`config.mk`:
```
export PLATFORM = sky130hd
export DESIGN_NAME = ic_fsm_param
export DESIGN_NICKNAME = d
export VERILOG_FILES = /design/src/rtl/ic_fsm_param.sv
export SDC_FILE = /design/constraint.sdc
export NUM_CORES = 1
export LEC_CHECK = 0
export BUFFER_PORTS_ARGS = -buffer_cell sky130_fd_sc_hd__buf_4
export CAP_MARGIN = 20
export CORE_ASPECT_RATIO = 0.5
export CORE_MARGIN = 3
export CORE_UTILIZATION = 43
export CTS_CLUSTER_DIAMETER = 80
export DETAILED_ROUTE_END_ITERATION = 10
export PLACE_DENSITY = 0.7
export SLEW_MARGIN = 20
export SYNTH_ARGS = -nofsm -noshare
export SYNTH_HDL_FRONTEND = slang
export SYNTH_SLANG_ARGS = --single-unit
```
`constraint.sdc`:
```
create_clock -name clk -period 3.55 [get_ports clk]
set_input_delay 0.355 -clock clk [delete_from_list [all_inputs] [get_ports clk]]
set_output_delay 0.355 -clock clk [all_outputs]
set_load 0.01 [all_outputs]
```
`src/rtl/ic_fsm_param.sv`:
```
// ic_fsm_param: instruction-cache control FSM.
// It evaluates each fetch as a hit or a miss. A miss runs a LINE_WORDS-beat refill burst.
// A cache-inhibited access is a single BIU read with no RAM or tag write.
// Build option ICFSM_CWF_EN: when defined, the refill is critical-word-first.
// When it is not defined, the refill is line-aligned and starts at word 0.
module ic_fsm_param #(
    parameter int unsigned AW         = 32,
    parameter int unsigned LINE_WORDS = 4,
    parameter int unsigned TAG_LSB    = 13
) (
    input  logic                          clk,
    input  logic                          rst,
    input  logic                          ic_en,
    input  logic                          icqmem_cycstb_i,
    input  logic                          icqmem_ci_i,
    input  logic [AW-1:0]                 start_addr,
    input  logic                          tagcomp_miss,
    input  logic                          biudata_valid,
    input  logic                          biudata_error,
    output logic [AW-1:0]                 saved_addr,
    output logic                          biu_read,
    output logic                          burst,
    output logic [3:0]                    icram_we,
    output logic                          tag_we,
    output logic                          first_hit_ack,
    output logic                          first_miss_ack,
    output logic                          first_miss_err,
    output logic                          refill_done,
    output logic [$clog2(LINE_WORDS)-1:0] word_idx
);

    localparam int unsigned CW = $clog2(LINE_WORDS);
    localparam logic [CW-1:0] IdxOne  = CW'(1);
    localparam logic [CW-1:0] CntLoad = CW'(LINE_WORDS - 2);

    typedef enum logic [1:0] {
        StIdle   = 2'd0,
        StLookup = 2'd1,
        StRefill = 2'd2
    } state_e;

    state_e          r_state, w_state_d;
    logic [AW-1:0]   r_saved_addr, w_saved_addr_d;
    logic [CW-1:0]   r_cnt, w_cnt_d;
    logic [CW-1:0]   r_req_off, w_req_off_d;
    logic            r_hitmiss_eval, w_hitmiss_eval_d;
    logic            r_load, w_load_d;
    logic            r_cache_inhibit, w_cache_inhibit_d;
    logic            r_acked, w_acked_d;
    logic            w_lookup, w_refill, w_abort;
`ifndef ICFSM_CWF_EN
    logic            w_line_miss;
`endif

    assign w_lookup = (r_state == StLookup);
    assign w_refill = (r_state == StRefill);
    assign word_idx = saved_addr[CW+1:2];

    // BIU address: line-aligned refill presents word 0 as soon as a line miss is seen
    always_comb begin
        saved_addr = r_saved_addr;
`ifndef ICFSM_CWF_EN
        w_line_miss = w_lookup & tagcomp_miss & ~r_cache_inhibit & ~icqmem_ci_i;
        if (w_line_miss) begin
            saved_addr[CW+1:2] = '0;
        end
`endif
    end

    // Combinational handshake outputs toward BIU, data/tag RAMs and the fetch port
    always_comb begin
        biu_read       = (r_hitmiss_eval & tagcomp_miss) | (~r_hitmiss_eval & r_load);
        tag_we         = biu_read & biudata_valid & ~r_cache_inhibit;
        icram_we       = {4{tag_we}};
        first_hit_ack  = w_lookup & r_hitmiss_eval & ~tagcomp_miss & ~r_cache_inhibit &
                         ~icqmem_ci_i;
        first_miss_ack = (w_lookup | w_refill) & biudata_valid & ~r_acked &
                         (word_idx == r_req_off);
        first_miss_err = (w_lookup | w_refill) & biudata_error;
        burst          = (w_lookup & tagcomp_miss & ~r_cache_inhibit) | w_refill;
        refill_done    = w_refill & biudata_valid & ~biudata_error & (r_cnt == '0);
    end

    // Next-state logic for the FSM and its bookkeeping registers
    always_comb begin
        w_state_d         = r_state;
        w_saved_addr_d    = r_saved_addr;
        w_cnt_d           = r_cnt;
        w_req_off_d       = r_req_off;
        w_hitmiss_eval_d  = r_hitmiss_eval;
        w_load_d          = r_load;
        w_cache_inhibit_d = r_cache_inhibit;
        w_acked_d         = r_acked | first_miss_ack;
        w_abort           = ~ic_en | (r_hitmiss_eval & ~icqmem_cycstb_i) | biudata_error |
                            (r_cache_inhibit & biudata_valid);

        unique case (r_state)
            StIdle: begin
                if (ic_en & icqmem_cycstb_i) begin
                    w_state_d         = StLookup;
                    w_saved_addr_d    = start_addr;
                    w_req_off_d       = start_addr[CW+1:2];
                    w_hitmiss_eval_d  = 1'b1;
                    w_load_d          = 1'b1;
                    w_acked_d         = 1'b0;
                    w_cache_inhibit_d = 1'b0;
                end else begin
                    w_hitmiss_eval_d  = 1'b0;
                    w_load_d          = 1'b0;
                    w_cache_inhibit_d = 1'b0;
                end
            end
            StLookup: begin
                if (icqmem_cycstb_i & icqmem_ci_i) begin
                    w_cache_inhibit_d = 1'b1;
                end
                // The tag part follows the fetch port while the hit is still being judged
                if (r_hitmiss_eval) begin
                    w_saved_addr_d[AW-1:TAG_LSB] = start_addr[AW-1:TAG_LSB];
                end
                if (w_abort) begin
                    w_state_d         = StIdle;
                    w_hitmiss_eval_d  = 1'b0;
                    w_load_d          = 1'b0;
                    w_cache_inhibit_d = 1'b0;
                end else if (tagcomp_miss & biudata_valid & ~r_cache_inhibit) begin
                    // First beat is written now; step to the next word of the line
                    w_state_d                = StRefill;
                    w_saved_addr_d[CW+1:2]   = word_idx + IdxOne;
                    w_cnt_d                  = CntLoad;
                    w_hitmiss_eval_d         = 1'b0;
                end else if (~tagcomp_miss & ~icqmem_ci_i) begin
                    w_saved_addr_d = start_addr;
                    w_req_off_d    = start_addr[CW+1:2];
                end else if (~icqmem_cycstb_i) begin
                    w_state_d         = StIdle;
                    w_hitmiss_eval_d  = 1'b0;
                    w_load_d          = 1'b0;
                    w_cache_inhibit_d = 1'b0;
                end else begin
                    w_hitmiss_eval_d = 1'b0;
`ifndef ICFSM_CWF_EN
                    if (w_line_miss) begin
                        w_saved_addr_d[CW+1:2] = '0;
                    end
`endif
                end
            end
            StRefill: begin
                if (biudata_error) begin
                    w_state_d         = StIdle;
                    w_hitmiss_eval_d  = 1'b0;
                    w_load_d          = 1'b0;
                    w_cache_inhibit_d = 1'b0;
                end else if (biudata_valid) begin
                    if (r_cnt != '0) begin
                        w_cnt_d                = r_cnt - IdxOne;
                        w_saved_addr_d[CW+1:2] = r_saved_addr[CW+1:2] + IdxOne;
                    end else begin
                        w_state_d         = StIdle;
                        w_saved_addr_d    = start_addr;
                        w_hitmiss_eval_d  = 1'b0;
                        w_load_d          = 1'b0;
                        w_cache_inhibit_d = 1'b0;
                    end
                end
            end
            default: begin
                w_state_d         = StIdle;
                w_hitmiss_eval_d  = 1'b0;
                w_load_d          = 1'b0;
                w_cache_inhibit_d = 1'b0;
            end
        endcase
    end

    // State and bookkeeping registers with asynchronous reset
    always_ff @(posedge clk or posedge rst) begin
        if (rst) begin
            r_state         <= StIdle;
            r_saved_addr    <= '0;
            r_cnt           <= '0;
            r_req_off       <= '0;
            r_hitmiss_eval  <= 1'b0;
            r_load          <= 1'b0;
            r_cache_inhibit <= 1'b0;
            r_acked         <= 1'b0;
        end else begin
            r_state         <= w_state_d;
            r_saved_addr    <= w_saved_addr_d;
            r_cnt           <= w_cnt_d;
            r_req_off       <= w_req_off_d;
            r_hitmiss_eval  <= w_hitmiss_eval_d;
            r_load          <= w_load_d;
            r_cache_inhibit <= w_cache_inhibit_d;
            r_acked         <= w_acked_d;
        end
    end

endmodule

```
==> results of run 1 <==
-- cells in the final DEF (no fill, tap or decap), types with 3 or more instances in the layout --
cell	instances
sky130_fd_sc_hd__buf_4	87
sky130_fd_sc_hd__dfrtp_1	42
sky130_fd_sc_hd__inv_1	23
sky130_fd_sc_hd__a22o_1	17
sky130_fd_sc_hd__o21ai_0	15
sky130_fd_sc_hd__mux2i_1	11
sky130_fd_sc_hd__nor2_1	8
sky130_fd_sc_hd__nand2_1	7
sky130_fd_sc_hd__ha_1	5
sky130_fd_sc_hd__clkbuf_16	5
sky130_fd_sc_hd__nand2b_1	4
sky130_fd_sc_hd__nor2b_1	4
sky130_fd_sc_hd__mux2_2	4
sky130_fd_sc_hd__o21ai_1	3
sky130_fd_sc_hd__and2_1	3
sky130_fd_sc_hd__o2bb2ai_1	3
sky130_fd_sc_hd__nand4_1	3
-- cell usage after synthesis, types with 3 or more instances --
cell / n
sky130_fd_sc_hd__o2bb2ai_1: 3
sky130_fd_sc_hd__o21ai_0: 15
sky130_fd_sc_hd__nand2b_1: 4
sky130_fd_sc_hd__nor2_1: 8
sky130_fd_sc_hd__nand2_1: 7
sky130_fd_sc_hd__buf_2: 3
sky130_fd_sc_hd__mux2i_1: 11
sky130_fd_sc_hd__o21ai_1: 3
sky130_fd_sc_hd__buf_6: 3
sky130_fd_sc_hd__ha_1: 5
sky130_fd_sc_hd__mux2_2: 4
sky130_fd_sc_hd__nor2b_1: 4
sky130_fd_sc_hd__nand4_1: 3
sky130_fd_sc_hd__dfrtp_1: 42
sky130_fd_sc_hd__and2_1: 3
sky130_fd_sc_hd__buf_4: 36
sky130_fd_sc_hd__inv_1: 24
sky130_fd_sc_hd__clkbuf_1: 4
sky130_fd_sc_hd__a22o_1: 17
-- worst max-delay path, stage by stage, from the launching register on --
cell                       delay [ns]
sky130_fd_sc_hd__dfrtp_1         0.41
sky130_fd_sc_hd__inv_1           0.12
sky130_fd_sc_hd__ha_1            0.15
sky130_fd_sc_hd__buf_4           0.19
sky130_fd_sc_hd__nor4bb_1        0.54
sky130_fd_sc_hd__nor2_1          0.17
sky130_fd_sc_hd__xor2_1          0.19
sky130_fd_sc_hd__nor4_1          0.24
sky130_fd_sc_hd__buf_4           0.17
-- metal layers --
layer	track usage, %	routed length (µm)	vias up
li1	-	-	973
met1	24.9	2860	977
met2	28.5	2790	47
met3	4.08	283	5
met4	7.53	76	0
met5	0	0	-
-- power groups by stage --
stage          sequential, mW  clock, mW  combinational (mW)
2_1_floorplan           0.769          0               0.971
3_3_place_gp            0.803          0                1.12
3_5_place_dp            0.809          0                1.16
4_1_cts                 0.804      0.485                1.16
5_1_grt                 0.827      0.504                1.27
6_report                0.804      0.471                1.15
-- worst paths after layout --
kind / depth (start not counted) / slack (ns) / endpoint / startpoint
setup reg to reg: 6 / 1.13 / r_saved_addr[31] / r_state[0]
setup / recovery: 8 / 0.73 / first_miss_ack / r_state[1]
hold / removal: 3 / 0.20 / r_saved_addr[29] / rst
hold reg to reg: 2 / 0.49 / r_acked / r_acked
min in group clk: 2 / 0.28 / r_saved_addr[16] / start_addr[16]
max in group asynchronous: 3 / 2.99 / r_req_off[0] / rst
-- final cells by class --
cell class | count | area share, %
Multi-Input combinational cell | 142 | 35.0
Sequential cell | 42 | 33.6
Tap cell | 73 | 2.92
Clock inverter | 3 | 0.799
Timing Repair Buffer | 87 | 20.9
Inverter | 24 | 2.88
Clock buffer | 5 | 4.00
-- registers in the layout, summed over array words and instances, names as in the netlist --
register,count
r_saved_addr,32
r_state,2
r_cnt,2
r_load,1
r_req_off,2
r_acked,1
r_hitmiss_eval,1
r_cache_inhibit,1
-- per-stage QoR --
step / worst slack, ns / instance area, µm² / hold slack, ns / std cells
floorplan: 1.33 / 2570 / 0.444 / 254
global placement: 1.17 / 2980 / 0.459 / 368
detailed placement: 1.06 / 2980 / 0.479 / 368
CTS: 0.730 / 3130 / 0.211 / 376
global route: 0.454 / 3130 / 0.251 / 376
finish: 0.732 / 3130 / 0.195 / 376
-- cell families (layout without fill, tap and decap cells) --
kind of cell / after synthesis / after routing
AOI/OAI and AO/OA: 71 / 71
and+or+nand+nor: 48 / 48
xor gates and xnor gates: 3 / 3
DFF: 42 / 42
adders and majority gates: 5 / 5
muxes: 15 / 15
buffers and inverters: 70 / 119
==> impl.org, run 1 <==
** Layout
- Summing all multi-input logic gate instances after layout gives 1100 µm².
- The post-route netlist has 36.3% of its cells at a drive strength greater than 1.
- Number of nets in the finished design :: 347
- Across the whole layout, storage elements account for 1050 µm².
- The number of antenna diodes in the final layout is 0.
- Core occupancy in the finished layout :: 55.6%
- The filler cells instantiated in the layout total about 520.
- Relative to the synthesized area, the layout overhead comes to 21.8%.

** Power and ir drop
- In this run the power density over the cells is just under 800 nW/µm².
- Sequential group share of total power :: 33.2%
- The design draws 2.42 mW.
- Internal power comes to 1.51 mW.
- Worst vdd rail ir drop :: 320 µV
- Net Switching :: 908 µW
- Net switching is 37.5% of the power.
- Per report_power, the clock group accounts for between 10% and 20% of the total.
- Leakage power summed over all cells :: 1.56 nW
- In this run, the combinational gates consume 47.3% of the power.

** Routing
- After detailed routing, the number of vias per cell comes to about 5.3.
- The count of nets left with antenna violations once routing finished came out at 0.
- Routed length per placed instance :: 16.0 µm
- Remaining design rule violation count :: 0
- Total iterations of the first detailed-routing run :: 4
- Number of DRC violations after detailed-routing iteration 0 :: 158
- Total Wirelength :: 6010 µm
- Vias post-DR :: between 2k and 2.5k

** Floorplan
- In this run the horizontal extent of the chip is approximately 120 µm.
- The core region is 5630 µm².
- In this run the core area contains 19 standard-cell rows.
- # IOs :: 85
- Full die area :: 7000 µm²
- Vertical die dimension :: 60.7 µm
- The initial utilization of the core area, before any placement, comes to 45.6%.

** Logic synthesis
- For this run, asynchronously set or reset flops after synthesis account for 100%.
- In this run, synthesis produced a sequential element count of 42.
- Largest family of logic cells by synthesized area :: compound AO/OA/AOI/OAI gates
- Yosys attributes the largest share of cell area to sky130_fd_sc_hd__dfrtp_1, sky130_fd_sc_hd__buf_4, sky130_fd_sc_hd__a22o_1, sky130_fd_sc_hd__mux2i_1, sky130_fd_sc_hd__inv_1.
- Number of enable-type register cells in the synthesized netlist :: 0
- sky130_fd_sc_hd__dfrtp_1 takes more of the synthesized area than any other cell.
- Share of Yosys cell area claimed by the top area cell type :: 40.9%
- Net Count, Synth :: approximately 300
- The synthesized netlist devotes 1.02% of its cell area to XOR and XNOR gates.
- Averaged over all synthesized cells, the footprint is 10.1 µm².
- Fraction of the mapped netlist area in simple logic gates :: between 10% and 20%
- Number of warnings reported in the yosys synthesis log :: 0
- Fraction of the mapped netlist area in compound gates :: between 20% and 30%
- Post-synthesis mux area share :: about 6%
- The cell area that synthesis handed to floorplanning was 2570 µm².
- Distinct cell type count after synthesis :: 59
- Adder-cell share of the synthesized area :: 2.43%
- Most used flip-flop cell after synthesis :: sky130_fd_sc_hd__dfrtp_1
- Synthesis produced 254 cells.
- Sequential fraction of the synthesis area :: about two fifths

** GRT
- Number of global-route vias before repair :: 2029
- Global routing consumed, over all layers together, 18.2% of the routing resources.
- The initial antenna violation count was 0.
- Wire length of the first global-routing pass :: about 9900 µm
- Entering global routing, the biggest net connects 43 pins.
- Remaining Overflow, GRT :: 0

** Timing
- Based on the critical path, the design can be clocked at up to 355 MHz.
- Transition time of the tightest slew-check pin :: between 0.7 and 0.8 ns
- The max-slew violation count was 0.
- The number of failing hold endpoints at the final stage is 0.
- Setup repair after global routing missed its margin :: false
- Post-Route Skew :: between 0.004 and 0.005 ns
- Final clock period utilization by the worst path :: 79.4%
- Setup violations remaining at the end of the flow were counted as 0.
- The worst pin sits at a relative slew slack of 48.7%.
- Setup_tns :: 0 ns
- Post-route minimum period :: 2.82 ns

** Clock network
- Clock-pin slew was measured on the worst setup and hold paths at approximately 0.070 ns.
- The longest clock path from root to sink contains 2 buffers.
- CTS built an H-tree with a depth of 2.
- Counting every sink on the clock net gives 42.
- Number of buffers added to fix hold violations after cts :: 0
- CTS placed an instance of sky130_fd_sc_hd__clkbuf_16 at the clock tree root.
- TritonCTS built the clock tree.
- Post-CTS setup-driven buffer insertion count :: 0
- For the worst-skew pair, the clock arrives at the later sink with an insertion delay of roughly 0.29 ns.
- TritonCTS buffer count :: 5
- Count of cells resized by post-cts repair :: 0

** Status
- The run finished with clean final reports.

** Placement
- After legalization and detailed placement, the total HPWL measured 4480 µm.
- At the end of routability-driven placement, the weighted congestion stood at approximately 0.85.
- During placement, the flow inserted port buffers numbering 84.

** Setup path
- At the worst endpoint, the required time is ~3.2 ns.
- The worst setup path is launched from a register.
- Startpoint-to-endpoint class of the critical path :: reg2out
- Along the worst path, the maximum fanout reaches 15.
- STA classifies the critical path endpoint as an output pin.
- WP data arrival :: 2.46 ns

** Flow run
- Number of maximum-capacitance constraint violations :: 0

** Worst hold path
- The tightest min-delay check is of the in2async type.
Power figures use the tool's default switching activity.
==> run 2: changes to the inputs <==
==> constraint.sdc (replaced) <==
create_clock -name clk -period 2.6 [get_ports clk]
set_input_delay 0.26 -clock clk [delete_from_list [all_inputs] [get_ports clk]]
set_output_delay 0.26 -clock clk [all_outputs]
set_load 0.01 [all_outputs]
==> run 2 against run 1 <==
Clock-buffer cell count is the same. First-iteration DRC count down 35%. Combinational power is 39% higher. Non-clock buffer count increased by 1. Die area unchanged. Via count increased by 1.4%. Worst hold slack got worse by 0.18 ns.
==> impl.org, run 2 (synthesized netlist as in run 1, its figures left out) <==
** Setup path
- For this run, the slowest stage of the critical path takes 0.41 ns.
- The slowest stage of the critical path belongs to the cell sky130_fd_sc_hd__dfrtp_1.
- CP endpoint kind :: output pin
- Reg2reg end :: r_saved_addr[19]
- The worst setup path is launched from a register.
- Worst-case register-to-register setup slack :: 0.31 ns
- Of all nets on the critical path, the largest fanout is 3.
- STA puts the critical path data required time at 2.34 ns.
- Reg2Reg Launch Point :: r_state[0]
- The setup path with the least slack is of type reg2out.
- The number of buffers and inverters on the critical path is 2.
- WP data arrival :: 2.13 ns
- Measured in cells, the most critical reg-to-reg path has a length of 6.
- Ordered cell list for the critical path :: inv_1 -> ha_1 -> nor4bb_2 -> nor2_1 -> xor2_1 -> nor4_1 -> buf_4
- The cell family contributing the most delay on the critical path is simple AND/OR/NAND/NOR gates.

** Layout
- Cells with a size suffix above 1 make up 36.8% of the layout.
- The final layout contains 348 nets.
- The register with the most flip-flops in the layout has 32 of them.
- Most common cell after layout, fill and taps aside :: sky130_fd_sc_hd__buf_4
- Number of standard cells in the final layout excluding fillers :: around 380
- Most flop-heavy register :: r_saved_addr
- After filler insertion, the fill cell instance count of the layout stands at 509.
- Relative to the synthesized area, the layout overhead comes to 22.3%.
- Leaving out fill and tap cells, the most frequent cells in the layout are sky130_fd_sc_hd__buf_4, sky130_fd_sc_hd__dfrtp_1, sky130_fd_sc_hd__inv_1.
- Antenna diode count :: 0

** Timing
- Setup repair after global routing left no endpoint under its margin.
- Final clock period utilization by the worst path :: 91.8%
- The smallest clock period supported by the final layout is computed as 2.39 ns.
- Setup_tns :: 0 ns
- Setup violations remaining at the end of the flow were counted as 0.
- Top achievable clock speed :: 419 MHz
- Number of max-slew violations in the final report :: 0
- Final Hold Viols :: 0
- Post-Route Skew :: 0.00206 ns
- Final worst-path setup slack :: approximately 0.21 ns
- The worst pin sits at a relative slew slack of 49.1%.
- At the pin with the least slew margin, the transition time is about 0.76 ns.

** Clock network
- The cell sitting at the root of the clock tree is a sky130_fd_sc_hd__clkbuf_16.
- H-tree Lvls :: 2
- For this design, the sink count on the clock tree is 42.
- Clock latency on the worst-skew pair, taken at its later pin, is 0.29 ns.
- TritonCTS built the clock tree.
- In this run, post-CTS repair resized a total of 0 instances.
- Number of buffers added to fix hold violations after cts :: 0
- The number of clock buffers added by TritonCTS is 5.
- Post-CTS setup-driven buffer insertion count :: 0
- Clock Pin Slew Worst Setup and Hold Paths :: roughly 0.070 ns
- No sink is reached through more buffers than the 2 on the longest clock path.

** Power and ir drop
- The design draws approximately 3.3 mW.
- Leakage power summed over all cells :: roughly 1.6 nW
- Total power divided by cell area :: 1060 nW/µm²
- The worst-case IR drop observed on VDD is approximately 560 µV.
- Switching part of the total power :: 37.8%
- Combinational power share :: 47.8%
- Sequential group share of total power :: 32.8%
- Net Switching :: 1.27 mW
- Portion of total power attributed to the clock network :: approximately a fifth
- Internal Power :: about 2.1 mW

** Status
- The flow ran to the end, and the final reports show no timing, DRC or antenna violations.

** GRT
- The via count of the first global-routing pass is 2010.
- For this run, the total global-route usage over all layers was measured as 17.6%.
- Entering global routing, the biggest net connects 23 pins.
- Wire length of the first global-routing pass :: about 9600 µm
- Remaining Overflow, GRT :: 0
- Antenna violations before repair :: 0

** Placement
- Post-DP HPWL :: 4630 µm
- IO Port Bufs :: 84
- Counting tap cells, the placed design contains a total of 369 instances.
- Routability-driven placement finished with a final weighted congestion of 0.846.
- Pre-CTS setup slack :: 0.343 ns

** Floorplan
- Initial Util :: 45.6%
- Core Rows :: 19
- Full die area :: 7000 µm²
- The die is 115 µm wide.
- 85 I/O pins were placed.
- Core Area :: roughly 5600 µm²
- Vertical die dimension :: 60.7 µm

** Routing
- Number of DRC violations after detailed-routing iteration 0 :: 102
- Post-route ant nets :: 0
- Routed length per placed instance :: around 16 µm
- Vias post-DR :: a little over 2k
- Total Wirelength :: approximately 6200 µm
- The first TritonRoute pass finished after 4 iterations.
- In the routed design, unresolved DRC markers number 0.
- Using the TritonRoute via totals, the vias-per-cell ratio works out to 5.38.

** Flow run
- Across the run, the number of max-cap violations was 0.

** Worst hold path
- Path type of the worst min-delay path :: in2async
[run 2: layer usage]
metal	GRT usage, %	vias to the layer above	wire length, µm
met5	0	-	0
met4	6.69	0	72
li1	-	966	-
met3	3.98	9	383
met2	28.3	82	2840
met1	23.8	973	2880
[run 2: through the flow]
step / utilization, % / area (µm²) / hold WS [ns]
4_1_cts: 55.7 / 3140 / 0.0315
3_3_place_gp: 53.1 / 2990 / 0.325
2_1_floorplan: - / 2570 / 0.400
6_report: 55.8 / 3150 / 0.0158
3_5_place_dp: 53.1 / 2990 / 0.334
5_1_grt: 55.8 / 3150 / 0.0534
[run 2: area by class of cell]
cell class | instances | area [µm²] | share of cell area [%]
repair buffers | 88 | 661 | 21.0
clock buffers | 5 | 125 | 3.98
well taps | 73 | 91.3 | 2.90
clock inverters | 3 | 25.0 | 0.796
inverters | 24 | 90.1 | 2.86
flip-flops and latches | 42 | 1050 | 33.4
multi-input cells | 142 | 1100 | 35.0
[run 2: power groups by stage]
stage	Combinational, mW	Clock (mW)	Sequential, mW
2_1_floorplan	1.33	0	1.05
3_3_place_gp	1.55	0	1.09
3_5_place_dp	1.60	0	1.11
4_1_cts	1.61	0.656	1.10
5_1_grt	1.75	0.687	1.13
6_report	1.60	0.649	1.10
[run 2: worst max path at each step]
| stage | start | to | slack (ns) | cells past startpoint |
|---|---|---|---|---|
| after global placement | r_state[0] | r_saved_addr[23] | 0.43 | 6 |
| after detailed placement | r_state[0] | r_saved_addr[23] | 0.34 | 6 |
| after global routing | r_state[1] | first_miss_ack | 0.03 | 7 |
| after CTS | r_state[1] | first_miss_ack | 0.11 | 7 |
| after floorplan | r_state[1] | first_miss_ack | 0.47 | 6 |
| final | r_state[1] | first_miss_ack | 0.21 | 7 |
==> run 3: changes to the inputs <==
--- a/config.mk
+++ b/config.mk
@@ -12,6 +12,7 @@
 export CORE_UTILIZATION = 43
 export CTS_CLUSTER_DIAMETER = 80
 export DETAILED_ROUTE_END_ITERATION = 10
+export MAX_ROUTING_LAYER = met4
 export PLACE_DENSITY = 0.7
 export SLEW_MARGIN = 20
 export SYNTH_ARGS = -nofsm -noshare
==> run 3 against run 2 <==
Clock-buffer cell count stayed put. Non-clock buffer count stayed put. Setup slack better by 0.018 ns. Flip-flop and latch count stayed put. Combinational power hardly changed. Sequential power hardly changed. Sequential share of layout area is 0.079 points lower. Design area is 0.24% higher. Clock skew is 0.0037 ns higher. Largest power group unchanged. Global-route usage is 0.69 points higher. Power hardly changed.
==> impl.org, run 3 (synthesized netlist as in run 1, its figures left out) <==
** Floorplan
- Full die area :: 7000 µm²
- Core Rows :: 19
- Die W :: roughly 120 µm
- For this configuration, the core starts out at a cell density of a little under half.
- After floorplanning, the core was sized to cover 5630 µm².
- # IOs :: 85
- From bottom edge to top edge, the die measures 60.7 µm.

** Timing
- Number of max-slew violations in the final report :: 0
- Setup_tns :: 0 ns
- The worst path needs around 2.4 ns of the cycle, external delays included.
- Measured against its own limit, the worst slew margin works out to 47.0%.
- Transition time of the tightest slew-check pin :: 0.791 ns
- Total of endpoints with negative setup slack in the final report :: 0
- Post-Route Skew :: 0.00571 ns
- Final Hold Viols :: 0
- Setup repair after global routing missed its margin :: false
- Final clock period utilization by the worst path :: roughly 91%
- Top achievable clock speed :: 422 MHz
- Worst Hold Slack :: 0.0255 ns

** Power and ir drop
- Sequential group share of total power :: 32.6%
- Internal power comes to ~2.1 mW.
- Portion of total power attributed to the clock network :: 18.9%
- Worst vdd rail ir drop :: 539 µV
- Total power :: 3.34 mW
- Leakage power summed over all cells :: 1.56 nW
- In this run, the combinational gates consume between 40% and 50% of the power.
- Switching part of the total power :: 37.6%
- The analysis attributes to net switching a power of ~1.3 mW.
- For this design the ratio of total power to cell area is 1060 nW/µm².

** GRT
- Maximum number of pins on one net before global-route repair :: 23
- Global routing used a little under a fifth of the available tracks across all layers.
- The total overflow left after global routing is 0.
- Antenna violations before repair :: 0
- Wire length of the first global-routing pass :: 9730 µm
- The via count of the first global-routing pass was ~2.0k.

** Routing
- Using the TritonRoute via totals, the vias-per-cell ratio works out to roughly 5.4.
- Routed length per placed instance :: 16.4 µm
- The pre-antenna-repair detailed-routing pass consisted of 4 iterations.
- In this run, the number of DRC markers left after iteration 0 of detailed routing was around 130.
- Vias post-DR :: 2049
- Remaining design rule violation count :: 0
- In this run the remaining antenna-violating nets after routing total 0.
- The routed design has 6180 µm of wire.

** Setup path
- By startpoint and endpoint, the worst setup path is classified as reg2out.
- Required time worst endpoint :: approximately 2.3 ns
- WP data arrival :: 2.11 ns
- Along the worst path, the maximum fanout reaches 3.
- CP Launch Type :: register
- STA classifies the critical path endpoint as an output pin.

** Layout
- At the end of the flow, the number of nets in the layout was roughly 350.
- Fill cell instance count of the final layout :: 514
- Of the cells placed in the final design, the portion with a size suffix greater than 1 is 36.8%.
- Footprint of the multi-input gates :: 1110 µm²
- Largest register FFs :: 32
- Most flop-heavy register :: r_saved_addr
- The number of antenna diodes in the final layout is 0.
- Register cell area after layout :: 1050 µm²
- Most common cell after layout, fill and taps aside :: sky130_fd_sc_hd__buf_4
- Area growth from synthesis to layout :: 22.6%
- Commonest cells after routing, fill and taps aside :: sky130_fd_sc_hd__buf_4, sky130_fd_sc_hd__dfrtp_1, sky130_fd_sc_hd__inv_1

** Placement
- Detailed placement ended at an HPWL of between 4000 and 5000 µm.
- The count of buffers added on input and output ports is 84.
- Routability-driven placement finished with a final weighted congestion of roughly 0.84.

** Clock network
- TritonCTS buffer count :: 5
- Clock sink count :: 42
- After clock tree synthesis, the clock-pin slew on the worst setup and hold paths is 0.07 ns.
- Master cell of the clock root buffer :: sky130_fd_sc_hd__clkbuf_16
- TritonCTS built the clock tree.
- Clock insertion delay at the later pin of the skew report :: 0.28 ns
- Number of buffers added to fix hold violations after cts :: 0
- CTS max path bufs :: 2
- H-tree Lvls :: 2

** Flow run
- Max-cap violations in this run came to 0.

** Worst hold path
- The tightest min-delay check is of the in2async type.

** Status
- Result of the run :: finished clean
## run 3: changes by cell type in the layout (fill, tap and decap cells not counted)
| cell | before | now |
|---|---|---|
| sky130_fd_sc_hd__nor4bb_2 | 1 | 0 |
| sky130_fd_sc_hd__nor4bb_4 | 0 | 1 |
| sky130_fd_sc_hd__clkinvlp_4 | 1 | 2 |
| sky130_fd_sc_hd__clkinv_4 | 1 | 0 |
## run 3: what timing repair did
| action | in CTS | in global routing |
|---|---|---|
| setup endpoints to repair | 0 | 1 |
| gates resized for setup | 0 | 2 |
| buffers inserted | 0 | 0 |
## run 3: layout make-up
| type | instances | area share, % |
|---|---|---|
| multi-input combinational | 142 | 35.2 |
| sequential | 42 | 33.3 |
| timing repair buffer | 88 | 21.0 |
| clock buffer | 5 | 3.97 |
| tap | 73 | 2.90 |
| inverter | 24 | 2.86 |
| clock inverter | 3 | 0.754 |
## run 3: worst paths after layout
| check | start | end | slack (ns) | depth (start not counted) |
|---|---|---|---|---|
| max | r_state[1] | first_miss_ack | 0.23 | 7 |
| min | rst | r_saved_addr[29] | 0.03 | 2 |
| max reg2reg | r_state[0] | r_saved_addr[23] | 0.26 | 6 |
| min reg2reg | r_acked | r_acked | 0.48 | 2 |
| max in group asynchronous | rst | r_load | 1.86 | 3 |
| min in group clk | start_addr[16] | r_saved_addr[16] | 0.19 | 2 |
## run 3: power by group through the flow
stage	Clock (mW)	Combinational [mW]	Sequential, mW
finish	0.633	1.62	1.09
global route	0.672	1.78	1.13
CTS	0.643	1.62	1.09
detailed placement	0	1.61	1.10
global placement	0	1.55	1.09
floorplan	0	1.33	1.05
## run 3: stage by stage
step,instances,area [µm²],util (%),setup slack (ns)
after floorplan,254,2570,-,0.473
after global placement,369,2990,53.1,0.435
after detailed placement,369,2990,53.1,0.290
after CTS,377,3140,55.7,0.0128
after global routing,377,3150,56.0,0.0210
final,377,3150,56.0,0.232
## run 3: per-layer routing
metal / up-vias / track usage (%) / wire length [µm]
li1: 971 / - / -
met1: 1002 / 24.8 / 2870
met2: 70 / 28.8 / 2880
met3: 6 / 3.19 / 372
met4: 0 / 5.02 / 61
met5: - / - / 0
## run 3: critical path, cell delays in order (launching register included)
cell and delay, ns:
sky130_fd_sc_hd__dfrtp_1 0.41, sky130_fd_sc_hd__inv_1 0.12, sky130_fd_sc_hd__ha_1 0.21, sky130_fd_sc_hd__nor4bb_4 0.36, sky130_fd_sc_hd__nor2_1 0.14, sky130_fd_sc_hd__xor2_1 0.17
sky130_fd_sc_hd__nor4_1 0.24, sky130_fd_sc_hd__buf_4 0.17
